## config.mk

```make
export PLATFORM = sky130hd
export DESIGN_NAME = ahb_slave_resp_gen
export DESIGN_NICKNAME = d
export VERILOG_FILES = /design/src/rtl/ahb_slave_resp_gen.sv
export SDC_FILE = /design/constraint.sdc
export NUM_CORES = 1
export LEC_CHECK = 0
export ABC_AREA = 1
export BUFFER_PORTS_ARGS = -buffer_cell sky130_fd_sc_hd__buf_2
export CELL_PAD_IN_SITES_DETAIL_PLACEMENT = 1
export CELL_PAD_IN_SITES_GLOBAL_PLACEMENT = 2
export CORE_MARGIN = 3
export CORE_UTILIZATION = 26
export CTS_CLUSTER_SIZE = 40
export DETAILED_ROUTE_END_ITERATION = 10
export PLACE_DENSITY_LB_ADDON = 0.1
export SETUP_SLACK_MARGIN = 0.4
export SLEW_MARGIN = 40
export SYNTH_ARGS = -nofsm -noshare
export SYNTH_HDL_FRONTEND = slang
export SYNTH_SLANG_ARGS = --single-unit
export TNS_END_PERCENT = 30
```

## constraint.sdc

```tcl
create_clock -name CLK -period 2.9 [get_ports CLK]
set_input_delay 0.145 -clock CLK [delete_from_list [all_inputs] [get_ports CLK]]
set_output_delay 0.145 -clock CLK [all_outputs]
set_load 0.01 [all_outputs]
```

## src/rtl/ahb_slave_resp_gen.sv

```systemverilog
// ahb_slave_resp_gen
//   AHB slave data-phase controller. Decodes the address phase, drives a
//   simple backend request, inserts wait states and produces the
//   HREADYOUT/HRESP pair for the response mux (OKAY, two-cycle ERROR and,
//   optionally, two-cycle RETRY).
//   Optional feature macro: AHB_SLAVE_RETRY_EN (adds the RTY1/RTY2 states).
//
//   state  | meaning
//   -------+-----------------------------------------------------------------
//   IDLE   | no data phase pending; zero-wait OKAY
//   WAIT   | backend request outstanding / minimum wait not yet met
//   ERR1   | first ERROR cycle (HREADYOUT low) for an out-of-window address
//   ERR2   | second ERROR cycle (HREADYOUT high); may accept the next transfer
//   RTY1   | first RETRY cycle (HREADYOUT low), retry build only
//   RTY2   | second RETRY cycle (HREADYOUT high), retry build only
//
//   A backend failure completes in WAIT itself: that completion cycle already
//   drives HRESP=ERROR with HREADYOUT low, so it is the first ERROR cycle and
//   the FSM moves straight to ERR2. This keeps every ERROR exactly two cycles.
module ahb_slave_resp_gen #(
  parameter int ADDR_W      = 16,
  parameter int MEM_SIZE    = 1024,
  parameter int MIN_WAIT    = 0,
  parameter int RETRY_LIMIT = 8
) (
  input  logic              CLK,
  input  logic              RST,
  input  logic              HSEL,
  input  logic [1:0]        HTRANS,
  input  logic              HWRITE,
  input  logic [ADDR_W-1:0] HADDR,
  input  logic              HREADY,
  input  logic              BE_ACK,
  input  logic              BE_ERR,
  output logic              HREADYOUT,
  output logic [1:0]        HRESP,
  output logic              BE_REQ,
  output logic              BE_WRITE,
  output logic [ADDR_W-1:0] BE_ADDR
);

  typedef enum logic [2:0] {
    S_IDLE = 3'd0,
    S_WAIT = 3'd1,
    S_ERR1 = 3'd2,
    S_ERR2 = 3'd3,
    S_RTY1 = 3'd4,
    S_RTY2 = 3'd5
  } state_t;

  localparam logic [1:0] RESP_OKAY  = 2'b00;
  localparam logic [1:0] RESP_ERROR = 2'b01;
  localparam logic [1:0] RESP_RETRY = 2'b10;

  state_t     state;
  logic [3:0] wait_cnt;
  logic       ack_flg;
  logic       err_flg;

  logic accept;
  logic addr_bad;
  logic done;
  logic err_now;
  logic take;

  // BUSY and IDLE are treated alike, so HTRANS[0] carries no information here;
  // RETRY_LIMIT only matters when the retry states are built in.
  logic unused_htrans0;
  assign unused_htrans0 = HTRANS[0];
`ifndef AHB_SLAVE_RETRY_EN
  localparam int retry_limit_unused = RETRY_LIMIT;
`endif

  assign accept   = HSEL & HREADY & HTRANS[1];
  assign addr_bad = (32'(HADDR) >= MEM_SIZE);
  // an early ack is remembered together with its error qualifier
  assign err_now  = ack_flg ? err_flg : BE_ERR;
  assign done     = (BE_ACK | ack_flg) & (int'(wait_cnt) >= MIN_WAIT);

  // decide whether a new address phase is taken this cycle
  always_comb begin
    take = 1'b0;
    case (state)
      S_IDLE, S_ERR2: take = accept;
      S_WAIT:         take = accept & done & ~err_now;
`ifdef AHB_SLAVE_RETRY_EN
      S_RTY2:         take = accept;
`endif
      default:        take = 1'b0;
    endcase
  end

  // response decode; HREADYOUT/HRESP in WAIT follow BE_ACK directly
  always_comb begin
    HREADYOUT = 1'b1;
    HRESP     = RESP_OKAY;
    case (state)
      S_WAIT: begin
        HREADYOUT = done & ~err_now;
        HRESP     = (done & err_now) ? RESP_ERROR : RESP_OKAY;
      end
      S_ERR1: begin
        HREADYOUT = 1'b0;
        HRESP     = RESP_ERROR;
      end
      S_ERR2: begin
        HREADYOUT = 1'b1;
        HRESP     = RESP_ERROR;
      end
`ifdef AHB_SLAVE_RETRY_EN
      S_RTY1: begin
        HREADYOUT = 1'b0;
        HRESP     = RESP_RETRY;
      end
      S_RTY2: begin
        HREADYOUT = 1'b1;
        HRESP     = RESP_RETRY;
      end
`endif
      default: begin
        HREADYOUT = 1'b1;
        HRESP     = RESP_OKAY;
      end
    endcase
  end

  // request stays up in WAIT until the backend has acknowledged it
  assign BE_REQ = (state == S_WAIT) & ~ack_flg;

  // state, wait counter, ack bookkeeping and address-phase latch
  always_ff @(posedge CLK) begin
    if (!RST) begin
      state    <= S_IDLE;
      wait_cnt <= 4'd0;
      ack_flg  <= 1'b0;
      err_flg  <= 1'b0;
      BE_ADDR  <= '0;
      BE_WRITE <= 1'b0;
    end else if (take) begin
      state    <= addr_bad ? S_ERR1 : S_WAIT;
      wait_cnt <= 4'd0;
      ack_flg  <= 1'b0;
      err_flg  <= 1'b0;
      BE_ADDR  <= HADDR;
      BE_WRITE <= HWRITE;
    end else begin
      case (state)
        S_WAIT: begin
          if (done) begin
            state   <= err_now ? S_ERR2 : S_IDLE;
            ack_flg <= 1'b0;
          end else begin
            if (wait_cnt != 4'hF) wait_cnt <= wait_cnt + 4'd1;
            if (BE_ACK) begin
              ack_flg <= 1'b1;
              err_flg <= BE_ERR;
            end
`ifdef AHB_SLAVE_RETRY_EN
            if (!BE_ACK && !ack_flg && (int'(wait_cnt) == RETRY_LIMIT))
              state <= S_RTY1;
`endif
          end
        end
        S_ERR1:  state <= S_ERR2;
        S_ERR2:  state <= S_IDLE;
`ifdef AHB_SLAVE_RETRY_EN
        S_RTY1:  state <= S_RTY2;
        S_RTY2:  state <= S_IDLE;
`endif
        default: state <= S_IDLE;
      endcase
    end
  end

endmodule
```

==> impl_metrics.tcl, run 1 <==
set metrics [dict create \
    status "complete, no violations" \
    pwr_density_cell_mw_per_mm2 457.1 \
    synth_top_area_cell "dfxtp_1" \
    setup_viol 0 \
    r2r-start "state[1]$_SDFFE_PN0P_" \
    place_area_mm2 0.001241 \
    grt_pass1_vias 973 \
    slowest_stage "dfxtp_1" \
    dieArea_mm2 0.004725 \
    grt_pass1_wl_um 3933 \
    max_freq_mhz 584.5 \
    overflow 0 \
    die_height_um 68.74 \
    synth_cell_types 24 \
    worstSkewPairLatency_ps 250 \
    cts_buffers 3 \
    post_cts_resized 0 \
    rsz0062_at_grt "no" \
    post_cts_buffers 0 \
    htreeDepth 1 \
    worstSetupPathType "register to register" \
    via_count 964 \
    worstHoldPathType "primary input to register" \
    dr.pass1.iters 2 \
    crit_buf_inv 3 \
    leakage_nw 0.6028 \
    critPathMaxFanout 21 \
    yosys_warnings 0 \
    core_area_mm2 0.003716 \
    drv_slew 0 \
    synth_flop_cell "dfxtp_1" \
    grt_usage_pct 11.16 \
    synthTopCellsByCount "nor2_1 (31), dfxtp_1 (21), o21ai_1 (15), inv_1 (10), nand2_1 (10)" \
    period_minus_slack_ps 1711 \
    avgRoutedWirePerCell_um 11.09 \
    grt_max_degree 22 \
    crit_path_end_kind "register" \
    worstReg2RegEnd "BE_ADDR[0]$_SDFFE_PN0P_" \
    whs_endpoint "BE_WRITE$_SDFFE_PN0P_" \
    yosys-top-cells-area "dfxtp_1 (41%), nor2_1 (11%), o21ai_1 (7.3%)" \
    syn-cell-area_mm2 0.001023 \
    synth-edff-count 0 \
    cap_violations 0 \
    wirelength_um 2450 \
    fin_crit_sh_pct 59.00 \
    yosysMostFrequentCell "nor2_1" \
    hold_start "HWRITE" \
    final_hold_viol_count 0 \
    gp_congestion 0.6597 \
    slowest_delay_ps 350 \
    hold_depth 3 \
    synth_cells 131 \
    io_buffers 43 \
    place_ws_ps 1151 \
    nets 203 \
    clock-sinks 21 \
    drc 0 \
    drtIter0Drc 11 \
    die_x_um 68.74 \
    synth.avg_cell_area_um2 7.813 \
    drive_gt1_share_pct 39.31 \
    cpLargestDelayFamily "simple AND/OR/NAND/NOR gates" \
    vias_per_cell 4.362 \
    async_reset_ff_share_pct 0 \
    hpwl_um 1937 \
    num_io_pins 46 \
    ys_ff_latch 21 \
    root_buffer "clkbuf_8" \
    finalClockSkew_ps 2.515 \
    initial_utilization_pct 27.54 \
    cts_tree "built" \
    setup_tns_ps 0 \
    required_ps 3090 \
    clkTransAtPathRegs_ps 70 \
    area.growth.synth_to_final_pct 25.79 \
    rows 22 \
    stdcell_area_mm2 0.001287 \
    fin_ws_ps 1189 \
    ant_nets 0 \
    crit_path_start_kind "register" \
    path_cells "inv_1 > ha_1 > inv_2 > nor2_2 > nand2_2 > nand2_4 > nand2_4 > inv_6 > nor2_1 > nor2_1" \
    antenna_found_initial 0 \
    antenna_cells 0 \
    netlist.area_leader.share_pct 41.08 \
    reg2reg_slack_ps 1190 \
    seq_area_frac_synth_pct 41.08 \
    arrival_ps 1900 \
    cp-startpoint "state[1]$_SDFFE_PN0P_" \
    r2r_cells 10 \
    clockBufferDepth 2 \
    ctsHoldBuffers 0 \
    synth_nets 160 \
    peakVddDrop_mv 0.1504 \
]
## sequential cells by signal, summed over array words and instances (netlist names)
name	flops
err_flg	1
BE_ADDR	16
BE_WRITE	1
ack_flg	1
state	2
## report_power, final
group          switching (mW)  internal (mW)
Sequential            0.00772          0.302
Combinational          0.0537         0.0400
Clock                  0.0896         0.0955
Total                   0.151          0.437
## how the worst max path moves through the flow
stage,endpoint,slack [ps],cells past startpoint
2_1_floorplan,BE_ADDR[10]$_SDFFE_PN0P_,1500,9
3_3_place_gp,BE_ADDR[14]$_SDFFE_PN0P_,1260,9
3_5_place_dp,BE_ADDR[0]$_SDFFE_PN0P_,1150,10
4_1_cts,BE_ADDR[0]$_SDFFE_PN0P_,1130,10
5_1_grt,BE_ADDR[0]$_SDFFE_PN0P_,1020,9
6_report,BE_ADDR[0]$_SDFFE_PN0P_,1190,10
## kinds of logic (layout without fill, tap and decap cells)
group / after synthesis / after routing / share of synthesized area, %
simple gates: 64 / 64 / 31.17
other cells: 1 / 1 / 0.3664
buf+inv: 18 / 60 / 10.88
fa+ha+maj: 4 / 4 / 4.890
flops: 21 / 21 / 41.08
compound gates: 23 / 23 / 11.61
## area by class of cell
class | instances | area [um^2]
Fill cell | 483 | 2429
Multi-Input combinational cell | 92 | 491.7
Sequential cell | 21 | 420.4
Timing Repair Buffer | 43 | 215.2
Tap cell | 48 | 60.06
Inverter | 13 | 53.80
Clock buffer | 3 | 41.29
Clock inverter | 1 | 5.005
## cells in the final DEF (no fill, tap or decap), types with 3 or more instances in the layout
master / count
nor2_2: 9
a21oi_1: 3
nand2_2: 3
ha_1: 4
inv_1: 10
dfxtp_1: 21
nand2_1: 10
clkbuf_8: 3
nand3_1: 5
buf_2: 43
nand2_4: 3
o21ai_1: 15
o21ai_0: 3
nor2_1: 31
## metal layers
metal | vias up | GRT usage (%) | wire, um
met2 | 32 | 19.67 | 1181
met4 | 0 | 4.380 | 25
met1 | 433 | 12.17 | 1012
met3 | 4 | 3.890 | 230
li1 | 495 | - | -
met5 | - | 0 | 0
## per-stage QoR
stage	power (mW)	util [%]	std cells	hold WS (ps)
final	0.5885	34.65	221	124.1
after global routing	0.6264	34.65	221	130.9
after CTS	0.6040	34.65	221	120.9
after detailed placement	0.4131	33.40	217	393.4
after global placement	0.4084	33.40	217	379.4
after floorplan	0.3777	-	131	283.6
## worst min-delay path, stage by stage
cell and delay, ps:
buf_2 70, o21ai_1 50, nor2_1 70
(Power assumes the default switching activity.)
==> inputs of run 2 (changes only) <==
Settings changed: CORE_UTILIZATION 26 to 24.
Clock period 2.9 ns to 1.8 ns, I/O delays scaled along.
==> run 2 against run 1 <==
Net effect: flip-flop and latch count is the same; register-to-register slack lost 800 ps; power grew 70%; combinational power grew 100%; final area grew 15%; largest power group unchanged.
==> impl_metrics.tcl, run 2 (synthesized netlist as in run 1, its figures left out) <==
set metrics [dict create \
    setup_tns_ps 0 \
    htreeDepth 1 \
    crit_path_end_kind "output port" \
    root_buffer "clkbuf_8" \
    rsz0062_at_grt "yes" \
    clockBufferDepth 2 \
    clock-sinks 21 \
    place_area_mm2 0.001244 \
    grtUsageMet2_pct 20.61 \
    ctsHoldBuffers 0 \
    worstSetupPathType "register to output port" \
    initial_utilization_pct 25.22 \
    pwr_density_cell_mw_per_mm2 678.0 \
    largest_reg_flops 16 \
    final_hold_viol_count 0 \
    antenna_found_initial 0 \
    num_io_pins 46 \
    place_ws_ps 112.7 \
    worstReg2RegEnd "state[0]$_SDFFE_PN0P_" \
    grt_util_met3_pct 3.366 \
    cp-startpoint "ack_flg$_SDFFE_PP0P_" \
    setup_viol 0 \
    cpLargestDelayFamily "simple AND/OR/NAND/NOR gates" \
    endpoint "HRESP[0]" \
    cap_violations 0 \
    slowest_stage "dfxtp_1" \
    top_register "BE_ADDR" \
    stdcell_area_mm2 0.001479 \
    required_ps 1710 \
    fin_crit_sh_pct 79.72 \
    cts_tree "built" \
    finalClockSkew_ps 2.842 \
    io_buffers 43 \
    vias_per_cell 4.356 \
    drc 0 \
    status "complete, no violations" \
    avgRoutedWirePerCell_um 12.45 \
    drive_gt1_share_pct 48.09 \
    nets 213 \
    grt_pass1_vias 1063 \
    top_regs "BE_ADDR: 16 flops, state: 2 flops" \
    worstHoldPathType "primary input to register" \
    core_area_mm2 0.004058 \
    dieArea_mm2 0.005084 \
    peakVddDrop_mv 0.2880 \
    arrival_ps 1340 \
    slowest_delay_ps 350 \
    drtIter0Drc 14 \
    rows 23 \
    dr.pass1.iters 4 \
    r2r-start "state[1]$_SDFFE_PN0P_" \
    final_common_cell "buf_2" \
    hpwl_um 1972 \
    gp_congestion 0.6957 \
    via_count 1015 \
    antenna_cells 0 \
    crit_buf_inv 1 \
    crit_cells 5 \
    path_cells "nor2_1 > nor2_4 > a31oi_1 > a21oi_1 > buf_2" \
    area.growth.synth_to_final_pct 44.50 \
    post-route-util_pct 36.45 \
    max_freq_mhz 696.9 \
    period_minus_slack_ps 1435 \
    grt_max_degree 19 \
    ant_nets 0 \
    r2r_cells 7 \
    busiest_layer "met2" \
    fin_ws_ps 365.1 \
    grt_usage_pct 12.06 \
    grt_pass1_wl_um 4905 \
    leakage_nw 0.6760 \
    gr-usage-met1_pct 14.03 \
    crit_path_start_kind "register" \
    reg2reg_slack_ps 390 \
    finalNonFillerCells 233 \
    dp_cells 219 \
    worstSkewPairLatency_ps 260 \
    drv_slew 0 \
    cts_buffers 3 \
    wirelength_um 2900 \
    die_x_um 71.31 \
    clkTransAtPathRegs_ps 80 \
    final_cell_mix "buf_2 (43), nor2_1 (31), dfxtp_1 (19)" \
    die_height_um 71.31 \
    critPathMaxFanout 5 \
    overflow 0 \
]
## run 2: changes by cell type in the layout (fill, tap and decap cells not counted), moves of 2 or more
| cell | delta |
|---|---|
| o21ai_2 | +4 |
| o21ai_0 | -2 |
| buf_4 | +4 |
| ha_1 | -2 |
| dfxtp_1 | -2 |
| inv_1 | -2 |
| inv_12 | +2 |
| o21ai_1 | -2 |
| nand2_8 | +3 |
## run 2: worst reg2reg max path: cells and delay by family, from the launching register on
| kind | cells | cell delay (ps) |
|---|---|---|
| AO/OA/AOI/OAI | 2 | 260 |
| adder cells (fa/ha/maj) | 1 | 380 |
| buffers and inverters | 1 | 60 |
| flip-flops | 1 | 360 |
| AND/OR/NAND/NOR | 3 | 260 |
## run 2: final cells by class
cell class / instances / area, um^2
multi-input cells: 94 / 583.1
clock buffers: 4 / 45.04
repair inverters: 3 / 33.78
flip-flops and latches: 21 / 425.4
inverters: 13 / 63.81
well taps: 50 / 62.56
fillers: 509 / 2579
repair buffers: 48 / 265.3
## run 2: repair_timing
| item | CTS | global route |
|---|---|---|
| endpoints found under the setup margin | 23 | 23 |
| resized for setup | 25 | 0 |
| hold endpoints to repair | 0 | 0 |
| cloned | 5 | 0 |
| pin swaps | 9 | 6 |
| setup buffers | 5 | 0 |
## run 2: power by group
part	internal, mW	leakage [nW]	switching (mW)
sequential	0.485	0.172	0.0126
clock	0.158	0.0228	0.155
combinational	0.0815	0.481	0.110
total	0.725	0.676	0.278
## run 2: per-stage QoR
stage	total power, mW	hold slack, ps
global placement	0.6591	326.5
CTS	1.017	56.00
global route	1.064	67.85
finish	1.003	58.97
floorplan	0.6086	228.6
detailed placement	0.6651	332.3
## run 2: worst min-delay path by stage
stage	cells after the start	end	startpoint	slack, ps
6_report	3	BE_ADDR[8]$_SDFFE_PN0P_	HADDR[8]	60
5_1_grt	3	BE_ADDR[5]$_SDFFE_PN0P_	HADDR[5]	70
4_1_cts	3	BE_ADDR[6]$_SDFFE_PN0P_	HADDR[6]	60
3_5_place_dp	3	BE_ADDR[6]$_SDFFE_PN0P_	HADDR[6]	330
3_3_place_gp	3	BE_ADDR[3]$_SDFFE_PN0P_	HADDR[3]	330
2_1_floorplan	2	BE_ADDR[0]$_SDFFE_PN0P_	RST	230
## run 2: metal layers
metal,vias to the layer above,wire [um]
met5,-,0
met4,0,66
met3,7,180
met2,27,1457
met1,468,1195
li1,513,-
==> inputs of run 3 (changes only) <==
Clock period 1.8 ns to 1.35 ns, I/O delays scaled along.
==> run 3 against run 2 <==
Net effect: the run now ends with negative setup slack left; flip-flop and latch count did not move; combinational power rose by 36%; wire length fell by 9.1%; clock power rose by 30%; final area rose by 3.3%; cell count rose by 0.43%.
==> impl_metrics.tcl, run 3 (synthesized netlist as in run 1, its figures left out) <==
set metrics [dict create \
    worstHoldPathType "primary input to register" \
    leakage_nw 0.6953 \
    r2r-start "state[0]$_SDFFE_PN0P_" \
    final_hold_viol_count 0 \
    dieArea_mm2 0.005084 \
    via_count 1019 \
    top_register "BE_ADDR" \
    clockBufferDepth 2 \
    place_ws_ps -70.14 \
    rsz0062_at_grt "yes" \
    area.growth.synth_to_final_pct 49.27 \
    cts_tree "built" \
    critPathMaxFanout 10 \
    core_area_mm2 0.004058 \
    root_buffer "clkbuf_8" \
    max_freq_mhz 710.8 \
    antenna_found_initial 0 \
    required_ps 1510 \
    initial_utilization_pct 25.22 \
    cap_violations 0 \
    nets 214 \
    stdcell_area_mm2 0.001528 \
    cts_buffers 3 \
    place_area_mm2 0.001376 \
    fin_crit_sh_pct 104.2 \
    wirelength_um 2635 \
    final_common_cell "buf_2" \
    arrival_ps 1560 \
    period_minus_slack_ps 1407 \
    status "complete, but fails checks" \
    fin_ws_ps -56.83 \
    drive_gt1_share_pct 56.52 \
    antenna_cells 0 \
    crit_path_start_kind "register" \
    largest_reg_flops 16 \
    pwr_density_cell_mw_per_mm2 872.1 \
    hpwl_um 2129 \
    final_cell_mix "buf_2 (43), nor2_1 (30), dfxtp_1 (19)" \
    die_height_um 71.31 \
    grt_pass1_vias 1054 \
    vias_per_cell 4.355 \
    clock-sinks 21 \
    overflow 0 \
    slowest_stage "dfxtp_4" \
    cp-startpoint "state[0]$_SDFFE_PN0P_" \
    worstSkewPairLatency_ps 260 \
    drtIter0Drc 36 \
    rows 23 \
    io_buffers 43 \
    cp_common_cell "inv_2" \
    avgRoutedWirePerCell_um 11.26 \
    drv_slew 0 \
    ctsHoldBuffers 0 \
    grt_pass1_wl_um 4678 \
    gp_congestion 0.6652 \
    setup_viol 20 \
    grt_max_degree 20 \
    ant_nets 0 \
    die_x_um 71.31 \
    path_cells "inv_2 > ha_4 > inv_2 > nand2_2 > nor2_4 > nand2_8 > buf_12 > o21ai_2 > nor2_1" \
    hold_start "HADDR[0]" \
    worstSetupPathType "register to register" \
    crit_path_end_kind "register" \
    htreeDepth 1 \
    grt_usage_pct 11.22 \
    drc 0 \
    num_io_pins 46 \
    peakVddDrop_mv 0.2921 \
    clkTransAtPathRegs_ps 80 \
    top_regs "BE_ADDR: 16 flops, state: 2 flops" \
    violations "negative setup slack" \
    slowest_delay_ps 380 \
    dr.pass1.iters 2 \
    finalClockSkew_ps 2.581 \
]
run 3: final timing paths:
kind                                            endpoint  slack, ps  depth (start not counted)
worst max-delay path            BE_ADDR[10]$_SDFFE_PN0P_        -60                          9
worst min-delay path             BE_ADDR[0]$_SDFFE_PN0P_         40                          3
worst max register to register  BE_ADDR[10]$_SDFFE_PN0P_        -60                          9
worst min register to register      err_flg$_SDFFE_PP0P_        470                          2
run 3: cell type report:
cell class	instances	area (um^2)
multi-input cells	92	598.1
inverters	13	66.31
clock buffers	3	41.29
flip-flops and latches	21	427.9
repair buffers	54	326.6
well taps	50	62.56
clock inverters	1	5.005
fillers	510	2530
run 3: what timing repair did:
action	4_1_cts	5_1_grt
resized for setup	19	8
endpoints found under the setup margin	24	24
cloned	0	0
buffers inserted	1	0
hold endpoints to repair	0	0
pin swaps	2	3
run 3: layer usage:
metal / vias up / share of wire, % / routed length, um / global-route usage, %
met5: - / 0 / 0 / 0
met4: 0 / 0.38 / 10 / 3.132
met3: 2 / 5.7 / 149 / 1.964
met2: 22 / 55 / 1438 / 20.82
met1: 481 / 39 / 1036 / 13.10
li1: 514 / - / - / -
run 3: critical path, delay by kind of cell, from the launching register on:
kind            cells  cell delay (ps)
buf+inv             3              260
fa+ha+maj           1              150
compound gates      1              100
simple gates        4              400
flops               1              380
run 3: power breakdown:
part	internal, mW	switching, mW	leakage (nW)
logic	0.120	0.142	0.497
clock network	0.205	0.203	0.0255
registers	0.646	0.0170	0.173
run 3: per-stage QoR:
stage                     hold slack, ps  instances  utilization [%]  total power, mW  TNS, ps
after detailed placement           309.4        229            33.92           0.9145   -853.2
after global routing               53.51        234            37.65            1.421    -2465
final                              41.97        234            37.65            1.332   -764.2
after global placement             298.8        229            33.92           0.9048   -190.3
after floorplan                    206.1        131                -           0.8144        0
after CTS                          33.57        234            37.06            1.359   -580.6
